`config.mk`:
```
export PLATFORM = sky130hd
export DESIGN_NAME = seven_segment_scanner_flat
export DESIGN_NICKNAME = d
export VERILOG_FILES = /design/src/rtl/seven_segment_scanner_if.sv /design/src/rtl/seven_segment_scanner.sv /design/src/flat_wrapper.sv
export SDC_FILE = /design/constraint.sdc
export NUM_CORES = 1
export LEC_CHECK = 0
export CELL_PAD_IN_SITES_DETAIL_PLACEMENT = 2
export CELL_PAD_IN_SITES_GLOBAL_PLACEMENT = 2
export CORE_ASPECT_RATIO = 1.1
export CORE_MARGIN = 10
export CORE_UTILIZATION = 43
export CTS_BUF_LIST = sky130_fd_sc_hd__clkbuf_4
export CTS_CLUSTER_DIAMETER = 200
export DETAILED_ROUTE_END_ITERATION = 10
export HOLD_SLACK_MARGIN = 0.12
export PLACE_DENSITY = 0.95
export SLEW_MARGIN = 40
export SYNTH_ARGS = -nofsm -noshare
export SYNTH_HDL_FRONTEND = slang
export SYNTH_SLANG_ARGS = --single-unit
export TNS_END_PERCENT = 100
```
`constraint.sdc`:
```
create_clock -name clk -period 5.77 [get_ports clk]
set_input_delay 1.154 -clock clk [delete_from_list [all_inputs] [get_ports clk]]
set_output_delay 1.154 -clock clk [all_outputs]
set_load 0.005 [all_outputs]
```
`src/rtl/seven_segment_scanner_if.sv`:
```
// Bundle of the display-driver signals between the register side and the pins.
//   master : drives value/dp/blank/lz_suppress/load/brightness, observes the pins
//   slave  : the scanner itself
// Valid/ready note: there is no back-pressure; load is a single-cycle strobe that is
// always accepted, and the last load before a frame boundary is the one displayed.
interface seven_segment_scanner_if #(
    parameter int DIGITS = 4,
    parameter int DIM_W  = 3
);
    localparam int IDX_W = $clog2(DIGITS);

    logic [4*DIGITS-1:0] value;
    logic [DIGITS-1:0]   dp;
    logic [DIGITS-1:0]   blank;
    logic                lz_suppress;
    logic                load;
    logic [DIM_W-1:0]    brightness;
    logic [DIGITS-1:0]   an;
    logic [7:0]          pattern;
    logic [IDX_W-1:0]    digit_idx;
    logic                frame_done;

    modport master (
        output value, dp, blank, lz_suppress, load, brightness,
        input  an, pattern, digit_idx, frame_done
    );

    modport slave (
        input  value, dp, blank, lz_suppress, load, brightness,
        output an, pattern, digit_idx, frame_done
    );
endinterface

```
`src/rtl/seven_segment_scanner.sv`:
```
// Multiplexed seven-segment driver with double-buffered frame data.
//   clk    : system clock
//   reset  : asynchronous, active-high
//   bus    : slave modport carrying value/dp/blank/lz_suppress/load/brightness in,
//            an/pattern/digit_idx/frame_done out
// A free-running prescaler defines one digit slot per 2**PRESCALE_W clocks. Staged data
// moves into the active buffer only at the frame boundary, so a frame never mixes two
// loads. an/pattern are registered (one cycle behind count/digit_idx).
module seven_segment_scanner #(
    parameter int DIGITS         = 4,
    parameter int PRESCALE_W     = 17,
    parameter int DIM_W          = 3,
    parameter int AN_ACTIVE_LOW  = 1,
    parameter int SEG_ACTIVE_LOW = 1
) (
    input  logic                    clk,
    input  logic                    reset,
    seven_segment_scanner_if.slave  bus
);
    localparam int IDX_W = $clog2(DIGITS);
    localparam logic [IDX_W-1:0]  LAST_IDX = IDX_W'(DIGITS - 1);
    // Pin levels meaning "off"; XOR with these converts active-high to pin polarity.
    localparam logic [DIGITS-1:0] AN_OFF  = (AN_ACTIVE_LOW != 0) ? {DIGITS{1'b1}} : {DIGITS{1'b0}};
    localparam logic [7:0]        SEG_OFF = (SEG_ACTIVE_LOW != 0) ? 8'hFF : 8'h00;

    logic [PRESCALE_W-1:0] count_q, count_d;
    logic [IDX_W-1:0]      idx_q, idx_d;
    logic [4*DIGITS-1:0]   stg_value_q, stg_value_d, act_value_q, act_value_d;
    logic [DIGITS-1:0]     stg_dp_q, stg_dp_d, act_dp_q, act_dp_d;
    logic [DIGITS-1:0]     stg_blank_q, stg_blank_d, act_blank_q, act_blank_d;
    logic                  stg_lz_q, stg_lz_d, act_lz_q, act_lz_d;
    logic                  pending_q, pending_d;
    logic                  frame_done_q, frame_done_d;
    logic [DIGITS-1:0]     an_q, an_d;
    logic [7:0]            pattern_q, pattern_d;

    logic                  terminal;
    logic                  boundary;

    // Prescaler, digit sequencing and buffer management.
    always_comb begin
        terminal     = (count_q == {PRESCALE_W{1'b1}});
        boundary     = terminal && (idx_q == LAST_IDX);
        count_d      = count_q + PRESCALE_W'(1);
        idx_d        = idx_q;
        frame_done_d = boundary;
        stg_value_d  = stg_value_q;
        stg_dp_d     = stg_dp_q;
        stg_blank_d  = stg_blank_q;
        stg_lz_d     = stg_lz_q;
        pending_d    = pending_q;
        act_value_d  = act_value_q;
        act_dp_d     = act_dp_q;
        act_blank_d  = act_blank_q;
        act_lz_d     = act_lz_q;

        if (terminal) begin
            idx_d = boundary ? '0 : idx_q + IDX_W'(1);
        end

        if (bus.load) begin
            stg_value_d = bus.value;
            stg_dp_d    = bus.dp;
            stg_blank_d = bus.blank;
            stg_lz_d    = bus.lz_suppress;
            pending_d   = 1'b1;
        end

        if (boundary) begin
            // A load landing on the boundary bypasses staging and wins over older staged data.
            if (bus.load) begin
                act_value_d = bus.value;
                act_dp_d    = bus.dp;
                act_blank_d = bus.blank;
                act_lz_d    = bus.lz_suppress;
            end else if (pending_q) begin
                act_value_d = stg_value_q;
                act_dp_d    = stg_dp_q;
                act_blank_d = stg_blank_q;
                act_lz_d    = stg_lz_q;
            end
            pending_d = 1'b0;
        end
    end

    logic [DIGITS-1:0] supp;
    logic              zero_run;
    logic [3:0]        nib;
    logic [6:0]        seg7;
    logic              digit_on;
    logic              bright_on;
    logic [DIGITS-1:0] an_hi;
    logic [7:0]        pat_hi;

    // Pin pattern for the current slot, computed in active-high form first.
    always_comb begin
        // Walk down from the top digit; the run of zeros ends at the first nonzero nibble.
        supp     = '0;
        zero_run = act_lz_q;
        for (int i = DIGITS - 1; i >= 1; i--) begin
            zero_run = zero_run && (act_value_q[4*i +: 4] == 4'h0);
            supp[i]  = zero_run;
        end

        nib = act_value_q[{idx_q, 2'b00} +: 4];
        case (nib)
            4'h0: seg7 = 7'h7E;
            4'h1: seg7 = 7'h30;
            4'h2: seg7 = 7'h6D;
            4'h3: seg7 = 7'h79;
            4'h4: seg7 = 7'h33;
            4'h5: seg7 = 7'h5B;
            4'h6: seg7 = 7'h5F;
            4'h7: seg7 = 7'h70;
            4'h8: seg7 = 7'h7F;
            4'h9: seg7 = 7'h73;
            4'hA: seg7 = 7'h77;
            4'hB: seg7 = 7'h1F;
            4'hC: seg7 = 7'h4E;
            4'hD: seg7 = 7'h3D;
            4'hE: seg7 = 7'h4F;
            default: seg7 = 7'h47;
        endcase

        digit_on  = !act_blank_q[idx_q] && !supp[idx_q];
        bright_on = (count_q[PRESCALE_W-1 -: DIM_W] <= bus.brightness);

        an_hi = '0;
        if (digit_on && bright_on) begin
            an_hi[idx_q] = 1'b1;
        end
        pat_hi = digit_on ? {act_dp_q[idx_q], seg7} : 8'h00;

        an_d      = an_hi ^ AN_OFF;
        pattern_d = pat_hi ^ SEG_OFF;
    end

    always_ff @(posedge clk or posedge reset) begin
        if (reset) begin
            count_q      <= '0;
            idx_q        <= '0;
            stg_value_q  <= '0;
            stg_dp_q     <= '0;
            stg_blank_q  <= '0;
            stg_lz_q     <= 1'b0;
            pending_q    <= 1'b0;
            act_value_q  <= '0;
            act_dp_q     <= '0;
            act_blank_q  <= '0;
            act_lz_q     <= 1'b0;
            frame_done_q <= 1'b0;
            an_q         <= AN_OFF;
            pattern_q    <= SEG_OFF;
        end else begin
            count_q      <= count_d;
            idx_q        <= idx_d;
            stg_value_q  <= stg_value_d;
            stg_dp_q     <= stg_dp_d;
            stg_blank_q  <= stg_blank_d;
            stg_lz_q     <= stg_lz_d;
            pending_q    <= pending_d;
            act_value_q  <= act_value_d;
            act_dp_q     <= act_dp_d;
            act_blank_q  <= act_blank_d;
            act_lz_q     <= act_lz_d;
            frame_done_q <= frame_done_d;
            an_q         <= an_d;
            pattern_q    <= pattern_d;
        end
    end

    assign bus.an         = an_q;
    assign bus.pattern    = pattern_q;
    assign bus.digit_idx  = idx_q;
    assign bus.frame_done = frame_done_q;
endmodule

```
`src/flat_wrapper.sv`:
```
// flat-port wrapper written by rule: the top's interface ports become plain ports
module seven_segment_scanner_flat 
#(
    parameter int DIGITS         = 4,
    parameter int PRESCALE_W     = 17,
    parameter int DIM_W          = 3,
    parameter int AN_ACTIVE_LOW  = 1,
    parameter int SEG_ACTIVE_LOW = 1
)
  (clk, reset, bus_value, bus_dp, bus_blank, bus_lz_suppress, bus_load, bus_brightness, bus_an, bus_pattern, bus_digit_idx, bus_frame_done);
  seven_segment_scanner_if #(.DIGITS(DIGITS), .DIM_W(DIM_W)) bus_i ();
  input  logic clk;
  input  logic reset;
  input wire logic [$bits(bus_i.value)-1:0] bus_value;
  input wire logic [$bits(bus_i.dp)-1:0] bus_dp;
  input wire logic [$bits(bus_i.blank)-1:0] bus_blank;
  input wire logic [$bits(bus_i.lz_suppress)-1:0] bus_lz_suppress;
  input wire logic [$bits(bus_i.load)-1:0] bus_load;
  input wire logic [$bits(bus_i.brightness)-1:0] bus_brightness;
  output wire logic [$bits(bus_i.an)-1:0] bus_an;
  output wire logic [$bits(bus_i.pattern)-1:0] bus_pattern;
  output wire logic [$bits(bus_i.digit_idx)-1:0] bus_digit_idx;
  output wire logic [$bits(bus_i.frame_done)-1:0] bus_frame_done;
  assign bus_i.value = bus_value;
  assign bus_i.dp = bus_dp;
  assign bus_i.blank = bus_blank;
  assign bus_i.lz_suppress = bus_lz_suppress;
  assign bus_i.load = bus_load;
  assign bus_i.brightness = bus_brightness;
  assign bus_an = bus_i.an;
  assign bus_pattern = bus_i.pattern;
  assign bus_digit_idx = bus_i.digit_idx;
  assign bus_frame_done = bus_i.frame_done;
  seven_segment_scanner #(.DIGITS(DIGITS), .PRESCALE_W(PRESCALE_W), .DIM_W(DIM_W), .AN_ACTIVE_LOW(AN_ACTIVE_LOW), .SEG_ACTIVE_LOW(SEG_ACTIVE_LOW)) u_core (.clk(clk), .reset(reset), .bus(bus_i));
endmodule
```
==> impl_metrics.tcl <==
set metrics [dict create \
    run_status "finished, final reports clean" \
    nNetsFinal 356 \
    viasPerCell 5.25 \
    cts-resized-gates 0 \
    worst_pin_slew_ns 0.752 \
    min_period_ns 2.92 \
    cp.arrival_ns 1.77 \
    std_cell_rows 35 \
    power_per_cell_area_nw_per_um2 248 \
    grt_overflow_total 0 \
    clock-skew-final_ns 0.0171 \
    port_buffers 45 \
    start_util 0.439 \
    drv_cap 0 \
    vias 2242 \
    clkTransAtPathRegs_ns 0.14 \
    cts.sinks 83 \
    diodes 0 \
    fmax_mhz 342 \
    die_area_sq_um 12600 \
    synth_ff_type "dfrtp_1" \
    crit_family "flip-flops" \
    synthArstFlopShare 1.00 \
    syn-cell-area_sq_um 3660 \
    yosysMostFrequentCell "dfrtp_1" \
    rsz0062_at_grt "no" \
    synthCells 261 \
    maxSlewHeadroom 0.498 \
    power_mw 1.10 \
    irDropWorstVdd_uv 152 \
    hold_viol_final 0 \
    synth_cell_types 44 \
    gp_congestion 0.781 \
    crit_required_ns 4.62 \
    startpoint_type "register" \
    drt_iter0_drc 78 \
    register_area_sq_um 2090 \
    synth_top_area_cell "dfrtp_1" \
    io_pins 46 \
    crit_type "reg2out" \
    antenna_found_initial 0 \
    cts_max_level 3 \
    cts_root_buffer "clkbuf_4" \
    syn_to_final_growth_pct 20.8 \
    cp_slowest_stage_delay_ns 0.71 \
    grt_pass1_wl_um 15200 \
    ys_seq_area_frac 0.572 \
    cp-end-kind "primary output" \
    synth_edf_count 0 \
    synthTopCellsByArea "dfrtp_1 (49%), mux2_1 (8.9%), dfstp_2 (8.6%)" \
    postRouteWirelength_um 9140 \
    ant_nets 0 \
    dieHeight_um 117 \
    multi_input_area_sq_um 1460 \
    setup_viol 0 \
    crit_buf_inv 1 \
    drive_above_1_share 0.209 \
    post_cts.repair.setup_buffers 0 \
    drc 0 \
    finalSetupTns_ns 0 \
    syn_area_per_cell_sq_um 14.0 \
    clockBufferDepth 2 \
    ys_top_cells_by_count "dfrtp_1 (71), mux2_1 (29), mux2_2 (22)" \
    clk_latency_ns 0.43 \
    hold_buffers 0 \
    yosysTopAreaCellShare 0.486 \
    synth_fp_nets 306 \
    grt_pass1_vias 2760 \
    fp.dieW_um 108 \
    worstPathCellList "clkdlybuf4s50_1" \
    leakagePower_nw 1.98 \
    hp-class "reg2reg" \
    first_pass_iters 4 \
    path_max_fanout 10 \
    post-route-period-util 0.507 \
    grt_max_degree 55 \
    dp_hpwl_um 6660 \
    cts_tree "built" \
    wl_per_cell_um 21.4 \
    ys_warn_count 0 \
    core-area_sq_um 8320 \
    cp_slowest_cell "dfrtp_1" \
    cts_made_buffers 9 \
    slew_viol_final 0 \
    nFillCells 787 \
    synth-seq-cells 83 \
    grt_usage 0.158 \
]
routing by layer:
metal / vias up / global-route usage / share of wire
li1: 1025 / - / -
met3: 7 / 0.0381 / 0.028
met5: - / 0 / 0
met4: 0 / 0.0526 / 0.011
met1: 1175 / 0.178 / 0.41
met2: 35 / 0.286 / 0.55
area by class of cell:
| type | instances | area share |
|---|---|---|
| inverters | 14 | 0.0119 |
| repair buffers | 48 | 0.109 |
| multi-input cells | 155 | 0.332 |
| flip-flops and latches | 83 | 0.474 |
| clock buffers | 10 | 0.0170 |
| clock inverters | 6 | 0.0255 |
| well taps | 111 | 0.0315 |
registers in the layout, summed over array words and instances, names as in the netlist, 2 cells and up:
register / flops
u_core.act_blank_q: 4
u_core.bus.an: 4
u_core.stg_value_q: 16
u_core.act_value_q: 16
u_core.count_q: 17
u_core.bus.digit_idx: 2
u_core.act_dp_q: 4
u_core.stg_dp_q: 4
u_core.bus.pattern: 8
u_core.stg_blank_q: 4
where the power goes:
part / switching, mW / internal (mW)
sequential: 0.00514 / 0.600
combinational: 0.0314 / 0.0329
clock: 0.202 / 0.226
total: 0.238 / 0.858
through the flow:
stage | util | hold slack (ns) | setup WS [ns] | cell area [sq um] | std cells
final | 0.531 | 0.481 | 2.85 | 4420 | 427
after global routing | 0.531 | 0.511 | 2.71 | 4420 | 427
after CTS | 0.529 | 0.484 | 2.80 | 4400 | 426
after detailed placement | 0.506 | 0.465 | 2.64 | 4210 | 410
after global placement | 0.505 | 0.462 | 2.39 | 4210 | 410
after floorplan | - | 0.442 | 2.50 | 3660 | 261
worst paths after layout:
kind                                              start                    end  slack, ns  depth (start not counted)
worst min register to register       u_core.count_q[10]     u_core.count_q[10]       0.48                          1
max in group asynchronous                         reset  u_core.act_blank_q[2]       3.52                          3
worst max-delay path            u_core.bus.digit_idx[0]       bus_digit_idx[0]       2.85                          1
worst min-delay path                 u_core.count_q[10]     u_core.count_q[10]       0.48                          1
worst max register to register        u_core.count_q[0]  u_core.act_value_q[8]       3.00                          9
min in group asynchronous                         reset      u_core.count_q[8]       1.12                          2
logic make-up after synthesis:
group,Yosys count,share of synthesized area
flops,83,0.572
compound gates,19,0.0418
buf+inv,23,0.0305
mux,58,0.200
simple gates,50,0.0743
fa+ha+maj,14,0.0479
xor+xnor,14,0.0335
cells in the final DEF (no fill, tap or decap), types with 3 or more instances in the layout:
cell type        Yosys  layout
nor2_1               6       6
nor3_1               4       4
nand4_1              4       4
nand3_1             13      13
mux2_1              29      29
clkbuf_4             0      10
mux2_2              22      22
o21ai_0              4       4
dfstp_2             12      12
ha_1                14      14
dfrtp_1             71      71
xnor2_1              9       9
mux4_2               3       3
a21oi_1              3       3
nand2_1              8       8
mux4_1               3       3
bufinv_16            0       3
clkdlybuf4s50_1      0      45
xor2_1               5       5
inv_1               13      12
(Power assumes the default switching activity.)
